## src/rtl/seg7_pkg.sv

```systemverilog
// seg7_pkg
//   Shared definitions for the 7-segment scan reader.
//   - SEG_0 .. SEG_F, SEG_BLANK : active-low glyph patterns, bit 0 = a ... bit 6 = g
//   - NUM_DIGITS                : number of multiplexed digits on the display bus
//   - digit_t                   : decoded digit {err, blank, value[3:0]}
package seg7_pkg;

    localparam int NUM_DIGITS = 4;

    localparam logic [6:0] SEG_0     = 7'h40;
    localparam logic [6:0] SEG_1     = 7'h79;
    localparam logic [6:0] SEG_2     = 7'h24;
    localparam logic [6:0] SEG_3     = 7'h30;
    localparam logic [6:0] SEG_4     = 7'h19;
    localparam logic [6:0] SEG_5     = 7'h12;
    localparam logic [6:0] SEG_6     = 7'h02;
    localparam logic [6:0] SEG_7     = 7'h78;
    localparam logic [6:0] SEG_8     = 7'h00;
    localparam logic [6:0] SEG_9     = 7'h10;
    localparam logic [6:0] SEG_A     = 7'h08;
    localparam logic [6:0] SEG_B     = 7'h03;
    localparam logic [6:0] SEG_C     = 7'h46;
    localparam logic [6:0] SEG_D     = 7'h21;
    localparam logic [6:0] SEG_E     = 7'h06;
    localparam logic [6:0] SEG_F     = 7'h0E;
    localparam logic [6:0] SEG_BLANK = 7'h7F;

    typedef struct packed {
        logic       err;
        logic       blank;
        logic [3:0] value;
    } digit_t;

endpackage

```

## src/rtl/seg7_pattern_decode.sv

```systemverilog
// seg7_pattern_decode
//   Combinational reverse lookup of an active-low 7-segment pattern.
//   Ports:
//     pattern  in  7   active-low segments, bit 0 = a ... bit 6 = g
//     digit    out 6   decoded digit {err, blank, value}
//   Unknown patterns decode to value 0 with err set; the all-off pattern
//   decodes to value 0 with blank set.
module seg7_pattern_decode
    import seg7_pkg::*;
(
    input  logic [6:0] pattern,
    output digit_t     digit
);

    always_comb begin
        digit = '0;
        case (pattern)
            SEG_0:     digit.value = 4'h0;
            SEG_1:     digit.value = 4'h1;
            SEG_2:     digit.value = 4'h2;
            SEG_3:     digit.value = 4'h3;
            SEG_4:     digit.value = 4'h4;
            SEG_5:     digit.value = 4'h5;
            SEG_6:     digit.value = 4'h6;
            SEG_7:     digit.value = 4'h7;
            SEG_8:     digit.value = 4'h8;
            SEG_9:     digit.value = 4'h9;
            SEG_A:     digit.value = 4'hA;
            SEG_B:     digit.value = 4'hB;
            SEG_C:     digit.value = 4'hC;
            SEG_D:     digit.value = 4'hD;
            SEG_E:     digit.value = 4'hE;
            SEG_F:     digit.value = 4'hF;
            SEG_BLANK: digit.blank = 1'b1;
            default:   digit.err   = 1'b1;
        endcase
    end

endmodule

```

## src/rtl/seg7_scan_reader.sv

```systemverilog
// seg7_scan_reader
//   Watches the multiplexed active-low display bus, waits for each digit to be
//   stable, decodes it and assembles a 4-digit frame offered on valid/ready.
//   Parameter:
//     STABLE_CYCLES  unchanged cycles required before a digit is accepted (1..255)
//   Ports:
//     clock         in  1   system clock, rising edge
//     reset_n       in  1   asynchronous active-low reset
//     digit_select  in  4   active-low digit enables, digit 3 most significant
//     write_this    in  7   active-low segments, bit 0 = a ... bit 6 = g
//     frame_data    out 16  decoded nibbles, digit i at [4i+3:4i]
//     frame_blank   out 4   per-digit blank flag
//     frame_err     out 4   per-digit unrecognised-pattern flag
//     frame_valid   out 1   frame available
//     frame_ready   in  1   consumer accepts the frame
//     drop_count    out 8   saturating dropped-frame counter (SEG7_DROP_CNT_EN only)
//   Build option:
//     SEG7_DROP_CNT_EN  adds the drop_count port and counter.
module seg7_scan_reader
    import seg7_pkg::*;
#(
    parameter int STABLE_CYCLES = 4
) (
    input  logic        clock,
    input  logic        reset_n,
    input  logic [3:0]  digit_select,
    input  logic [6:0]  write_this,
    output logic [15:0] frame_data,
    output logic [3:0]  frame_blank,
    output logic [3:0]  frame_err,
    output logic        frame_valid,
    input  logic        frame_ready
`ifdef SEG7_DROP_CNT_EN
    ,
    output logic [7:0]  drop_count
`endif
);

    localparam logic [7:0] STABLE_TARGET = 8'(STABLE_CYCLES);

    logic [3:0]                 sel_r;
    logic [6:0]                 seg_r;
    logic [7:0]                 stable_cnt;
    logic [NUM_DIGITS-1:0]      seen;
    digit_t [NUM_DIGITS-1:0]    slots;

    logic [3:0]                 sel_active;
    logic                       is_slot;
    logic                       changed;
    logic                       capture;
    logic [1:0]                 slot_idx;
    digit_t                     decoded;
    digit_t [NUM_DIGITS-1:0]    slots_next;
    logic [NUM_DIGITS-1:0]      seen_next;
    logic                       frame_done;
    logic                       load;
    logic                       drop;
    logic [15:0]                data_next;
    logic [3:0]                 blank_next;
    logic [3:0]                 err_next;

    seg7_pattern_decode u_decode (
        .pattern (seg_r),
        .digit   (decoded)
    );

    // A slot exists only when exactly one digit enable is asserted (low).
    // "changed" looks at what the input registers are about to load, so the
    // counter restarts on the very edge a new value is registered and the
    // slot is written STABLE_CYCLES edges later.
    always_comb begin
        sel_active = ~sel_r;
        is_slot    = (sel_active != 4'h0) && ((sel_active & (sel_active - 4'h1)) == 4'h0);
        changed    = {digit_select, write_this} != {sel_r, seg_r};
        capture    = is_slot && !changed && (stable_cnt == STABLE_TARGET - 8'd1);
        slot_idx   = 2'd0;
        for (int i = 0; i < NUM_DIGITS; i++) begin
            if (sel_active[i]) begin
                slot_idx = 2'(i);
            end
        end
    end

    // Next slot contents include the digit captured this cycle, so the frame
    // copy below sees the fourth digit on the same edge it is written.
    always_comb begin
        slots_next = slots;
        seen_next  = seen;
        if (capture) begin
            slots_next[slot_idx] = decoded;
            seen_next[slot_idx]  = 1'b1;
        end
        frame_done = capture && (seen_next == '1);
        load       = frame_done && (!frame_valid || frame_ready);
        drop       = frame_done && frame_valid && !frame_ready;
        data_next  = '0;
        blank_next = '0;
        err_next   = '0;
        for (int i = 0; i < NUM_DIGITS; i++) begin
            data_next[4*i +: 4] = slots_next[i].value;
            blank_next[i]       = slots_next[i].blank;
            err_next[i]         = slots_next[i].err;
        end
    end

    // Input registers, stability counter and partial-frame slots.
    always_ff @(posedge clock or negedge reset_n) begin
        if (!reset_n) begin
            sel_r      <= 4'hF;
            seg_r      <= 7'h7F;
            stable_cnt <= 8'd0;
            seen       <= '0;
            slots      <= '0;
        end else begin
            sel_r <= digit_select;
            seg_r <= write_this;
            if (!is_slot || changed) begin
                stable_cnt <= 8'd0;
            end else if (stable_cnt != STABLE_TARGET) begin
                stable_cnt <= stable_cnt + 8'd1;
            end
            slots <= slots_next;
            seen  <= frame_done ? '0 : seen_next;
        end
    end

    // Output holding register; a load on the accept edge keeps valid high.
    always_ff @(posedge clock or negedge reset_n) begin
        if (!reset_n) begin
            frame_data  <= '0;
            frame_blank <= '0;
            frame_err   <= '0;
            frame_valid <= 1'b0;
        end else if (load) begin
            frame_data  <= data_next;
            frame_blank <= blank_next;
            frame_err   <= err_next;
            frame_valid <= 1'b1;
        end else if (frame_valid && frame_ready) begin
            frame_valid <= 1'b0;
        end
    end

`ifdef SEG7_DROP_CNT_EN
    // Saturating count of frames lost because the consumer was stalled.
    always_ff @(posedge clock or negedge reset_n) begin
        if (!reset_n) begin
            drop_count <= 8'd0;
        end else if (drop && (drop_count != 8'hFF)) begin
            drop_count <= drop_count + 8'd1;
        end
    end
`else
    logic unused_drop;
    assign unused_drop = drop;
`endif

endmodule

```

## config.mk

```make
export PLATFORM = sky130hd
export DESIGN_NAME = seg7_scan_reader
export DESIGN_NICKNAME = d
export VERILOG_FILES = /design/src/rtl/seg7_pkg.sv /design/src/rtl/seg7_pattern_decode.sv /design/src/rtl/seg7_scan_reader.sv
export SDC_FILE = /design/constraint.sdc
export NUM_CORES = 1
export LEC_CHECK = 0
export ABC_CLOCK_PERIOD_IN_PS = 5000
export CAP_MARGIN = 40
export CORE_MARGIN = 3
export CORE_UTILIZATION = 35
export CTS_BUF_LIST = sky130_fd_sc_hd__clkbuf_8
export CTS_CLUSTER_SIZE = 25
export DETAILED_ROUTE_END_ITERATION = 12
export PLACE_DENSITY = 0.55
export SETUP_SLACK_MARGIN = 0.1
export SLEW_MARGIN = 20
export SYNTH_ARGS = -nofsm -noshare
export SYNTH_HDL_FRONTEND = slang
export SYNTH_SLANG_ARGS = --single-unit
```

## constraint.sdc

```tcl
create_clock -name clock -period 5 [get_ports clock]
set_input_delay 1 -clock clock [delete_from_list [all_inputs] [get_ports clock]]
set_output_delay 1 -clock clock [all_outputs]
set_load 0.01 [all_outputs]
```

Word level (Yosys, flattened, before mapping). Cells that the tools add are included.

Register bits after elaboration: 72. Bits of input ports: 14. Output and inout bits: 25. Word-level logic and storage cells: 83.

Add/sub/neg operators: 2. Magnitude comparators: 2. Equality and inequality tests: 20. Muxes and demuxes: 18. Bitwise operators: 3. Reductions and logical operators: 18.

Operators by type and width (number): 4-bit case mux with 15 select lines (1); 7-bit == test (second input constant) (5); 24-bit bitwise mux (1); 24-bit two-way mux (1); 7-bit by 5-bit == test with 1-bit output (second input constant) (3); 7-bit by 6-bit == test with 1-bit output (second input constant) (3); 17-bit OR reduction (1); 8-bit two-way mux (2); 7-bit by 2-bit == test with 1-bit output (second input constant) (2); 7-bit by 4-bit == test with 1-bit output (second input constant) (2); 6-bit demux with 2-bit select (1); 11-bit != test (1); 8-bit by 1-bit adder with 8-bit output (second input constant) (1); 8-bit by 2-bit == test with 1-bit output (second input constant) (1); 4-bit two-way mux (2); 8-bit by 3-bit != test with 1-bit output (second input constant) (1); 7-bit by 3-bit == test with 1-bit output (second input constant) (1); 1-bit logical AND (7); 7-bit zero test (1); 1-bit two-way mux (6); 6-bit two-way mux (1); 4-bit AND (1); 4-bit == test (second input constant) (1); 4-bit zero test (1); 11 further kinds (16).

Logic depth before layout (Yosys ltp). Gate-level depths: netlist of run 1.

Word-level depth: 14. Mapped depth: 11. Depth with buffers taken out: 6.

Cells and area by module. A second synthesis of run 1 with hierarchy kept.

Cell total of the unflattened synthesis: 375. Area, all modules: 3841.2 um2.

Modules (own cells, without submodules): seg7_scan_reader (times used 1, cells each 321, area each 3467.1 um2, sequential area each 1815.5 um2); seg7_pattern_decode (times used 1, cells each 54, area each 374.1 um2, sequential area each 0.0 um2).

Worst setup path after synthesis of run 1. Ideal clock, no wire load.

Path kind: input-to-reg. Start point: in write_this[6]. End point: reg frame_data[2]. Setup time: 0.125 ns. Arrival time: 3.098 ns. Required time: 4.875 ns. Slack: 1.777 ns. Stages: 7. Buffers on the path: 1. Path through: xnor2_1 nand3_1 or4_4 buf_6 nor4_2 mux2_2 mux2_4.

RTL lines: start: declaration (RTL line seg7_scan_reader.sv:27) `input logic [6:0] write_this,`; end signal: assignment (RTL line seg7_scan_reader.sv:135) `frame_data <= data_next;`; end: declaration (RTL line seg7_scan_reader.sv:28) `output logic [15:0] frame_data,`.

==> run summary, run 1 <==
The core occupancy in the finished layout is 44.2%. The floorplan step defined a die boundary enclosing 0.0108 mm². The final route contains 2104 vias. The die width came out at 104 µm. The I/O pin total is 39. The worst setup path is launched from a primary input.

The synthesized-area fraction occupied by xor and xnor cells is 4.95%. The worst-skew pair later-pin latency came out at 340 ps. The count of buffers inserted at the top-level ports came out at 38. After synthesis, the largest family of logic cells by area is multiplexers. The sum of net half-perimeters after detailed placement came out at 4.40 mm. The flow ran to the end, and the final reports show no timing, DRC or antenna violations. The worst clock skew is 9.09 ps. The critical path is of the primary input to register type. The max-slew headroom at the worst pin is 48.9%. The post-cts repair resize count came out at 0.

After filler insertion, the fill cell instance count of the layout stands at 895. After routing, the total negative slack on setup checks comes to 0 ps. The number of global-route vias before repair came out at 2135. In the synthesized netlist, the number of instances is 259.

Traced cell by cell, the critical path runs through clkdlybuf4s50_1 -> xnor2_1 -> nand4_1 -> or4_4 -> nor4_2 -> clkbuf_2 -> mux2_2 -> mux2_4. The max-slew violation total from the final report is 0. In the final layout, the share of cells above drive strength 1 is 29.2%. The final weighted congestion in routability-driven placement came out at 0.718. Setup repair after global routing left no endpoint under its margin.

The sequential cell area fraction in the yosys report came out at 54.0%. The final period demand of the worst path is 3480 ps. The maximum buffer depth of the clock tree is 2. The number of failing hold endpoints at the final stage came out at 0.

Yosys mapped a number of flops with a built-in enable equal to 0. The count of H-tree levels built during CTS is 3. The clock transition at the registers of the reported paths is 70 ps. For this run the aggregate overflow at the end of global routing stands at 0. The number of clock sinks seen by CTS came out at 72. The overall global routing resource usage is 12.9%.

The share of synthesized flip-flops with an asynchronous set or reset came out at 100%. Buffers inserted to repair hold after CTS numbered 0. The first routing iteration left 153 violations. The cell family contributing the most delay on the critical path is simple AND/OR/NAND/NOR gates. Using the TritonRoute via totals, the vias-per-cell ratio works out to 4.85. The worst path required time came out at 5220 ps. Summing the areas of all compound-gate instances in the mapped netlist gives 5.55% of the synthesized area. The maximum clock frequency is 288 MHz.

Of the total synthesized cell area, the portion taken by full adders, half adders and majority gates is 0.745%. The remaining design rule violation count is 0. The number of register bits inferred by synthesis is 72. The TritonCTS clock tree is built. The net count of the mapped netlist came out at 275.

The initial antenna violation count is 0. The number of core rows came out at 35. Entering global routing, the biggest net connects 30 pins.

Setup violations remaining at the end of the flow were counted as 0. The number of antenna repair diodes came out at 0. The vertical die dimension came out at 104 µm. Counting the buffers created by CTS gives 9.

The portion of synthesized area spent on multiplexers is 19.0%. The mapped netlist covers 0.00336 mm². The total of max-cap violations came out at 0. The power per unit of standard cell area came out at 288 mW/mm². Summed over all layers, the routed wires come to 6.54 mm. After floorplanning, the core was sized to cover 0.00928 mm². The most used flip-flop cell after synthesis is dfrtp_1.

The synthesis warning total came out at 0. The number of iterations in the first detailed-routing pass came out at 4. Counting distinct cell types in the post-synthesis netlist gives 47. Once detail routing completed, the nets flagged for antenna violations numbered 0.

The biggest cell delay along the critical path is 580 ps. The final-stage net count came out at 316. The endpoint kind of the worst setup timing path is a register. The pin slew with the least headroom to its limit is 765 ps. The average footprint of a synthesized cell is 13.0 µm².

The path class of the tightest hold or removal check is register to register. The count of buffers added by post-CTS timing repair for setup came out at 0. The slowest stage cell on the critical path is or4_4.

The effective utilization at floorplan came out at 36.2%. The library cells used most frequently in the layout, excluding fill and tap cells, are dfrtp_1, clkdlybuf4s50_1, mux2_2. The worst path arrival time is 3700 ps. The leakage power came out at 0.00185 µW. The growth of design area from synthesis to finish came out at 22.0%. The root buffer cell is clkbuf_8. Dividing the detail-routed wire length by the instance count gives 15.1 µm. In the finished design, the share of the clock period the worst path needs comes to 69.5%.

The share of synthesized cell area in and, or, nand and nor gates is 12.8%. The top fanout value on the critical path came out at 6. The library cell used most frequently in the layout, excluding fill and tap cells, is dfrtp_1. The worst path buffer plus inverter count is 2. The largest voltage drop on the vdd net is 0.177 mV. The first-pass GRT wire length is 11.2 mm.
final timing paths:
kind,startpoint,endpoint,slack (ps),cells after the start
max in group asynchronous,reset_n,frame_data[10],3700,2
min,seen[2],seen[2],490,1
min reg2reg,seen[2],seen[2],490,1
min in group asynchronous,reset_n,seen[1],590,1
max,digit_select[2],frame_data[10],1520,8
max reg2reg,seg_r[5],frame_data[10],1970,7
cells by family (layout without fill, tap and decap cells):
kind of cell / after synthesis / in the layout
flip-flops: 72 / 72
AO/OA/AOI/OAI: 28 / 28
adder cells (fa/ha/maj): 2 / 2
AND/OR/NAND/NOR: 70 / 70
XOR/XNOR: 19 / 19
multiplexers: 50 / 50
buffers and inverters: 18 / 64
layout make-up:
type | count | area [µm²] | area share, %
inverters | 4 | 15.0 | 0.366
clock inverters | 4 | 67.6 | 1.65
well taps | 129 | 161 | 3.94
multi-input cells | 169 | 1440 | 35.2
clock buffers | 12 | 165 | 4.03
flip-flops and latches | 72 | 1820 | 44.3
repair buffers | 44 | 430 | 10.5
flip-flops by register name, indices dropped and copies added, names as in the netlist:
register,count
slots,24
frame_data,16
stable_cnt,8
seg_r,7
frame_blank,4
frame_err,4
seen,4
sel_r,4
frame_valid,1
worst reg2reg max path, delay by kind of cell, from the launching register on:
family	cells	cell delay, ps
simple gates	3	1150
xor+xnor	1	160
flops	1	710
mux	2	620
buf+inv	1	260
metal layers:
layer	vias to the layer above	global-route usage, %	wire, µm
met4	0	3.70	67
met3	7	4.59	261
met1	1057	18.6	3240
met5	-	0	0
li1	1003	-	-
met2	37	18.3	2970
synth_stat cells (3+ instances only):
cell type | n | area share (%)
clkbuf_1 | 7 | 0.78
nand3_1 | 8 | 1.2
a21oi_1 | 5 | 0.74
o21a_1 | 5 | 1.1
xnor2_1 | 12 | 3.1
buf_6 | 4 | 1.3
xor2_1 | 7 | 1.8
nor3b_1 | 3 | 0.67
mux2_2 | 29 | 9.7
mux2_4 | 20 | 8.9
a31oi_1 | 3 | 0.56
dfstp_2 | 11 | 8.6
nor2_1 | 16 | 1.8
nand2_1 | 8 | 0.89
nand2b_1 | 6 | 1.1
or3_1 | 3 | 0.56
o21ai_0 | 6 | 0.89
nor3_1 | 3 | 0.45
inv_1 | 4 | 0.45
dfrtp_1 | 61 | 45
nand4_1 | 3 | 0.56
nor4_2 | 4 | 1.5
report_power, final:
part / switching (µW) / internal (µW) / total (µW)
registers: 14.8 / 591 / 606
clock network: 205 / 319 / 524
logic: 27.2 / 25.4 / 52.5
stage by stage:
| step | hold slack [ps] | power [µW] | worst slack, ps | std cells | instance area, µm² |
|---|---|---|---|---|---|
| after floorplan | 456 | 637 | 1780 | 259 | 3360 |
| after CTS | 496 | 1200 | 1370 | 433 | 4090 |
| final | 490 | 1180 | 1520 | 434 | 4100 |
| after global routing | 503 | 1240 | 1400 | 434 | 4100 |
| after global placement | 474 | 668 | 1060 | 416 | 3840 |
| after detailed placement | 479 | 670 | 1010 | 417 | 3860 |
(Power assumes the default switching activity.)
==> run 2: changes to the inputs <==
--- a/config.mk
+++ b/config.mk
@@ -5,14 +5,14 @@
 export SDC_FILE = /design/constraint.sdc
 export NUM_CORES = 1
 export LEC_CHECK = 0
-export ABC_CLOCK_PERIOD_IN_PS = 5000
+export ABC_CLOCK_PERIOD_IN_PS = 3100
 export CAP_MARGIN = 40
 export CORE_MARGIN = 3
 export CORE_UTILIZATION = 35
 export CTS_BUF_LIST = sky130_fd_sc_hd__clkbuf_8
 export CTS_CLUSTER_SIZE = 25
 export DETAILED_ROUTE_END_ITERATION = 12
-export PLACE_DENSITY = 0.55
+export PLACE_DENSITY = 0.57
 export SETUP_SLACK_MARGIN = 0.1
 export SLEW_MARGIN = 20
 export SYNTH_ARGS = -nofsm -noshare
==> constraint.sdc (replaced) <==
create_clock -name clock -period 3.1 [get_ports clock]
set_input_delay 0.62 -clock clock [delete_from_list [all_inputs] [get_ports clock]]
set_output_delay 0.62 -clock clock [all_outputs]
set_load 0.01 [all_outputs]
==> run 2 against run 1 <==
Cell count rose by 1.6%. Clock power rose by 31%. Worst setup slack lost 1300 ps. Die area is the same. First-iteration DRC count is 52% lower. Register-to-register slack worse by 1700 ps. Via count up 2.9%. Sequential cell count is the same. Clock skew about the same. Sequential share of layout area decreased by 0.28 points. Largest cell class unchanged. Highest routed layer unchanged.
==> run summary, run 2 (same netlist as run 1, synthesis figures left out) <==
The run finished with clean final reports. The initial antenna violation count is 0. The die width came out at 104 µm. The count of buffers added by post-CTS timing repair for setup came out at 0. The largest registers in the layout are slots (24), frame_data (16), stable_cnt (8). Leaving out fill and tap cells, the most frequent cell in the layout is dfrtp_1.

Walking the worst path, the cells encountered are clkdlybuf4s50_1 -> xnor2_1 -> nand4_1 -> or4_4 -> nor4_2 -> buf_4 -> mux2_2 -> mux2_4. The worst setup path is captured at a register. The final setup violation count is 0. The clock share of power came out at 39.1%. Across the VDD grid, the largest voltage drop is 0.224 mV.

The remaining design rule violation count is 0. The slowest stage of the critical path is the or4_4 cell. The max-slew violation total from the final report is 0. Setup repair after global routing left no endpoint under its margin. The worst path required time is 3330 ps. The number of global-route vias before repair came out at 2315. For this run the aggregate overflow at the end of global routing stands at 0. The logic gate share of total power is 5.1%. In this run the critical register-to-register path is captured at frame_data[7]. The area of the core region is 0.00928 mm². Entering global routing, the biggest net connects 73 pins. In the global route stage, overall resource usage came out at 13.8%. The number of clock sinks seen by CTS is 72.

The routed design has 6.85 mm of wire. The switching portion of total power came out at 26.1%. The count of buffers added on input and output ports is 38. The flip-flop count of the largest register after layout came out at 24.

At the pin with the least slew margin, the transition time is 771 ps. The H-tree was split into 3 levels. The power per unit of standard cell area is 424 mW/mm². The length in cells of the worst reg-to-reg path is 7. The min-delay analysis places its worst path in the category primary input to asynchronous set/reset pin. The filler cell count in the final layout is 886. The final-layout worst hold slack came out at 285 ps. The routed design could run at a clock period as short as 2860 ps. The I/O pin total is 39.

The internal power consumption came out at 1290 µW. The sum of internal, switching and leakage power came out at 1750 µW. The floorplan step set the die height to 104 µm. The number of antenna repair diodes is 0.

After legalization and detailed placement, the total HPWL measured 4.54 mm. The TritonCTS buffer count came out at 9. The type of the worst setup path is primary input to register. The effective utilization at floorplan is 36.2%. The average routed wire per standard cell is 15.5 µm.

The fraction of the cycle the final worst path needs is 92.1%. The first-pass GRT wire length is 11.9 mm. The total of max-cap violations came out at 0. The biggest cell delay along the critical path came out at 580 ps. The via-per-instance ratio came out at 4.91. In this run the clock root is driven by a clkbuf_8.

The number of vias after detailed routing came out at 2164. The leakage power is 0.00186 µW. Buffers inserted to repair hold after CTS numbered 0.

Post-CTS repair changed the size of 0 cells. The growth of design area from synthesis to finish is 22.8%. The reg-to-reg setup timing slack is 300 ps. Of the cells placed in the final design, the portion with a size suffix greater than 1 is 31.4%.

The number of failing hold endpoints at the final stage is 0. The worst path arrival time is 3090 ps. For this run, the post-layout net count is 323. The max-slew headroom at the worst pin is 47.9%. The overall die area came out at 0.0108 mm².

STA classifies the critical path startpoint as a primary input. The detailed router finished its first iteration with 74 violations. The worst-skew pair later-pin latency came out at 350 ps. The final total negative setup slack came out at 0 ps. The TritonCTS clock tree is built. The relative contribution of sequential cells to total power is 55.8%. The final weighted congestion in routability-driven placement came out at 0.794. The maximum clock frequency came out at 350 MHz. The library cells used most frequently in the layout, excluding fill and tap cells, are dfrtp_1, clkdlybuf4s50_1, mux2_2.

The register with the most flip-flops in the final layout is slots. The clock transition at the registers of the reported paths is 80 ps. The number of core rows came out at 35. The number of iterations in the first detailed-routing pass came out at 5. No sink is reached through more buffers than the 2 on the longest clock path. The launch point of the worst reg-to-reg path is seg_r[3]. The top fanout value on the critical path came out at 7.

The count of nets left with antenna violations after detail routing is 0. The worst clock skew is 9.42 ps. The switching power of the nets came out at 456 µW.
==> run 2: cell count changes in the layout (fill, tap and decap cells not counted), sizes merged <==
cell	before	now
buf	6	14
clkbuf	13	9
clkinv	0	3
bufinv	2	0
clkinvlp	0	2
==> run 2: routing by layer <==
| metal | global-route usage, % | routed length [µm] |
|---|---|---|
| met1 | 19.6 | 3360 |
| met2 | 19.8 | 3090 |
| met3 | 5.15 | 330 |
| met4 | 3.42 | 72 |
| met5 | 0 | 0 |
==> run 2: cell type report <==
type	instances	area [µm²]	area share, %
Tap cell	129	161	3.91
Timing Repair Buffer	51	510	12.4
Clock buffer	9	124	3.00
Sequential cell	72	1820	44.0
Multi-Input combinational cell	169	1440	35.0
Inverter	4	15.0	0.364
Clock inverter	7	55.1	1.33
==> run 2: power groups by stage <==
| stage | clock (µW) | sequential, µW | combinational [µW] |
|---|---|---|---|
| 4_1_cts | 703 | 975 | 91.8 |
| 5_1_grt | 748 | 978 | 99.8 |
| 6_report | 685 | 975 | 88.6 |
| 2_1_floorplan | 0 | 977 | 50.0 |
| 3_3_place_gp | 0 | 993 | 90.7 |
| 3_5_place_dp | 0 | 993 | 90.6 |
==> run 2: through the flow <==
step / setup slack, ps / instance area, µm² / util (%) / instances
floorplan: 257 / 3360 / - / 259
detailed placement: -150 / 3950 / 42.5 / 425
global route: 107 / 4130 / 44.4 / 441
CTS: 219 / 4130 / 44.4 / 441
finish: 245 / 4130 / 44.4 / 441
global placement: -127 / 3950 / 42.5 / 425
==> run 2: worst max-delay path by stage <==
stage	from	end	slack, ps	depth (start not counted)
after global placement	write_this[6]	frame_data[10]	-130	8
after floorplan	write_this[6]	frame_data[3]	260	7
final	write_this[3]	frame_data[7]	240	8
after CTS	write_this[6]	frame_data[7]	220	8
after detailed placement	write_this[6]	frame_err[1]	-150	8
after global routing	write_this[0]	frame_data[15]	110	8
==> run 2: worst max-delay path, delay by kind of cell <==
kind	cells	cell delay [ps]
buffers and inverters	2	730
xor gates and xnor gates	1	140
and+or+nand+nor	3	980
muxes	2	630
==> run 3: changes to the inputs <==
--- a/config.mk
+++ b/config.mk
@@ -6,13 +6,14 @@
 export NUM_CORES = 1
 export LEC_CHECK = 0
 export ABC_CLOCK_PERIOD_IN_PS = 3100
-export CAP_MARGIN = 40
+export CAP_MARGIN = 20
 export CORE_MARGIN = 3
 export CORE_UTILIZATION = 35
 export CTS_BUF_LIST = sky130_fd_sc_hd__clkbuf_8
 export CTS_CLUSTER_SIZE = 25
 export DETAILED_ROUTE_END_ITERATION = 12
 export PLACE_DENSITY = 0.57
+export RECOVER_POWER = 100
 export SETUP_SLACK_MARGIN = 0.1
 export SLEW_MARGIN = 20
 export SYNTH_ARGS = -nofsm -noshare
==> run 3 against run 2 <==
The run now ends with capacitance limit, slew limit left. First-iteration DRC count down 19%. Highest routed layer unchanged. Hold slack better by 200 ps. Wire length down 0.92%.
==> run summary, run 3 (same netlist as run 1, synthesis figures left out) <==
The sum of net half-perimeters after detailed placement came out at 4.54 mm. The vertical die dimension is 104 µm. The I/O pin total came out at 39. The number of global-route vias before repair is 2315. Entering global routing, the biggest net connects 73 pins.

The maximum buffer depth of the clock tree came out at 2. The number of buffers inserted by hold repair at cts came out at 0. The leakage power came out at 0.00192 µW. STA classifies the critical path startpoint as a primary input. The cell depth of the worst hold path came out at 1.

After floorplanning, the core was divided into 35 placement rows. The total of max-cap violations is 1. The switching portion of total power is 26.0%.

The number of buffers and inverters on the critical path is 2. The biggest cell delay along the critical path came out at 580 ps. On the critical path the largest part of the delay comes from buffers and inverters. For this run, design rule violations remaining after detail routing come to 0. The worst path required time is 3330 ps.

The die width came out at 104 µm. The worst path in the final design needs a cycle of 2890 ps, including I/O delays and setup. The average routed wire per standard cell came out at 15.4 µm. The leading cell type in the layout, fill and taps excluded is dfrtp_1. The max-slew violation total from the final report came to 73. The area of the core region is 0.00928 mm². Walking the worst path, the cells encountered are dlygate4sd3_1 -> xnor2_1 -> o2111ai_1 -> or4_4 -> nor4_1 -> buf_4 -> mux2_1 -> mux2_1. Global routing used 13.8% of the available tracks. The run finished, with violations left.

The worst reg2reg path endpoint is frame_data[12]. The worst clock skew came out at 9.12 ps. The growth of design area from synthesis to finish came out at 20.0%. In this run, placement finished with an instance count of 425.

The count of H-tree levels built during CTS came out at 3. The initial antenna violation count is 0. The first TritonRoute pass finished after 4 iterations. The class of the most critical hold timing path is register to register. The post-route netlist has 20.2% of its cells at a drive strength greater than 1.

The number of clock sinks seen by CTS is 72. The max-slew headroom at the worst pin came out at -16.9%. The number of failing hold endpoints at the final stage is 0. Setup repair after global routing left no endpoint under its margin. The post-cts repair resize count came out at 0.

The internal power consumption is 1290 µW. The maximum clock frequency came out at 346 MHz. The logic gate share of total power is 4.9%. The final-layout worst hold slack is 480 ps.

The TritonCTS buffer count came out at 9. The total global routing overflow came out at 0. In this run the clock root is driven by a clkbuf_8. The length in cells of the worst reg-to-reg path is 7. The count of nets left with antenna violations once routing finished came out at 0. The final-stage net count came out at 323.

The count of buffers inserted at the top-level ports came out at 38. Clock-pin slew was measured on the worst setup and hold paths at 80 ps. The die covers 0.0108 mm². The first global-routing pass estimated 11.9 mm of wire. The first routing iteration left 60 violations. Setup slack on the worst reg-to-reg path comes out at 290 ps. The final weighted congestion in routability-driven placement came out at 0.794. The final design instance area without fill is 0.00403 mm². The startpoint of the worst hold path is slots[7]. The switching power of the nets came out at 452 µW. The worst path arrival time came out at 3120 ps. The startpoint identified for the worst register-to-register timing path is seg_r[3].

The path with the worst hold slack has its endpoint at slots[7]. The count of buffers added by post-CTS timing repair for setup came out at 0. The final total negative setup slack is 0 ps. The initial utilization of the core area, before any placement, comes to 36.2%. The clock reaches the later pin of the worst-skew pair after 350 ps. The most frequent cell on the critical path is mux2_1.

The largest voltage drop on the vdd net is 0.225 mV. Among all stages on the critical path, the largest delay is contributed by dlygate4sd3_1. The power per unit of standard cell area is 432 mW/mm².

The endpoint kind of the worst setup timing path is a register. The via-per-instance ratio is 4.90. TritonCTS built the clock tree.

The post-detailed-routing wire length is 6.79 mm. The final non-filler cell total came out at 441. The detailed router placed 2161 vias in this run. The cell area after placement came out at 0.00395 mm².

The relative contribution of sequential cells to total power came out at 56.0%. The sum of internal, switching and leakage power is 1740 µW. The largest registers in the layout are slots (24), frame_data (16), stable_cnt (8). The type of the worst setup path is primary input to register. The flip-flop count of the largest register after layout came out at 24.

The number of antenna diodes in the final layout is 0. The clock network accounts for 39.1% of the total power. The register with the most flip-flops is slots. In the layout the commonest cells are dfrtp_1, mux2_1, dlygate4sd3_1.

The fraction of the cycle the final worst path needs is 93.1%. The checks that failed: capacitance limit, slew limit. The top fanout value on the critical path came out at 7. At the pin with the least slew margin, the transition time is 1750 ps. The final setup violation count came out at 0.
[run 3: changes by cell type in the layout (fill, tap and decap cells not counted), sizes merged]
cell / delta
dlygate4sd3: +28
buf: -2
clkbuf: +2
clkdlybuf4s50: -28
[run 3: worst max-delay path by stage]
stage	start	end	slack [ps]	depth (start not counted)
after global placement	write_this[6]	frame_data[10]	-130	8
after global routing	write_this[0]	frame_data[15]	60	8
after floorplan	write_this[6]	frame_data[3]	260	7
after detailed placement	write_this[6]	frame_err[1]	-150	8
final	digit_select[1]	frame_data[12]	210	8
after CTS	write_this[6]	frame_data[7]	220	8
[run 3: through the flow]
stage / utilization (%) / worst slack (ps)
5_1_grt: 43.4 / 56.9
4_1_cts: 44.4 / 219
3_5_place_dp: 42.5 / -150
2_1_floorplan: - / 257
6_report: 43.4 / 214
3_3_place_gp: 42.5 / -127
[run 3: final cells by class]
| class | instances | area, µm² |
|---|---|---|
| clock inverter | 7 | 55.1 |
| sequential | 72 | 1820 |
| inverter | 4 | 15.0 |
| tap | 129 | 161 |
| timing repair buffer | 51 | 492 |
| multi-input combinational | 169 | 1370 |
| fill | 916 | 5250 |
| clock buffer | 9 | 124 |
[run 3: power by group through the flow]
stage / clock network (µW) / registers (µW) / logic, µW
after floorplan: 0 / 977 / 50.0
after global placement: 0 / 993 / 90.7
after detailed placement: 0 / 993 / 90.6
after CTS: 703 / 975 / 91.8
after global routing: 748 / 978 / 96.0
final: 682 / 975 / 84.6
[run 3: per-layer routing]
layer	part of all wire, %	GRT usage [%]
met3	5.5	5.15
met1	48	19.6
met4	1.2	3.42
met5	0	0
met2	45	19.8
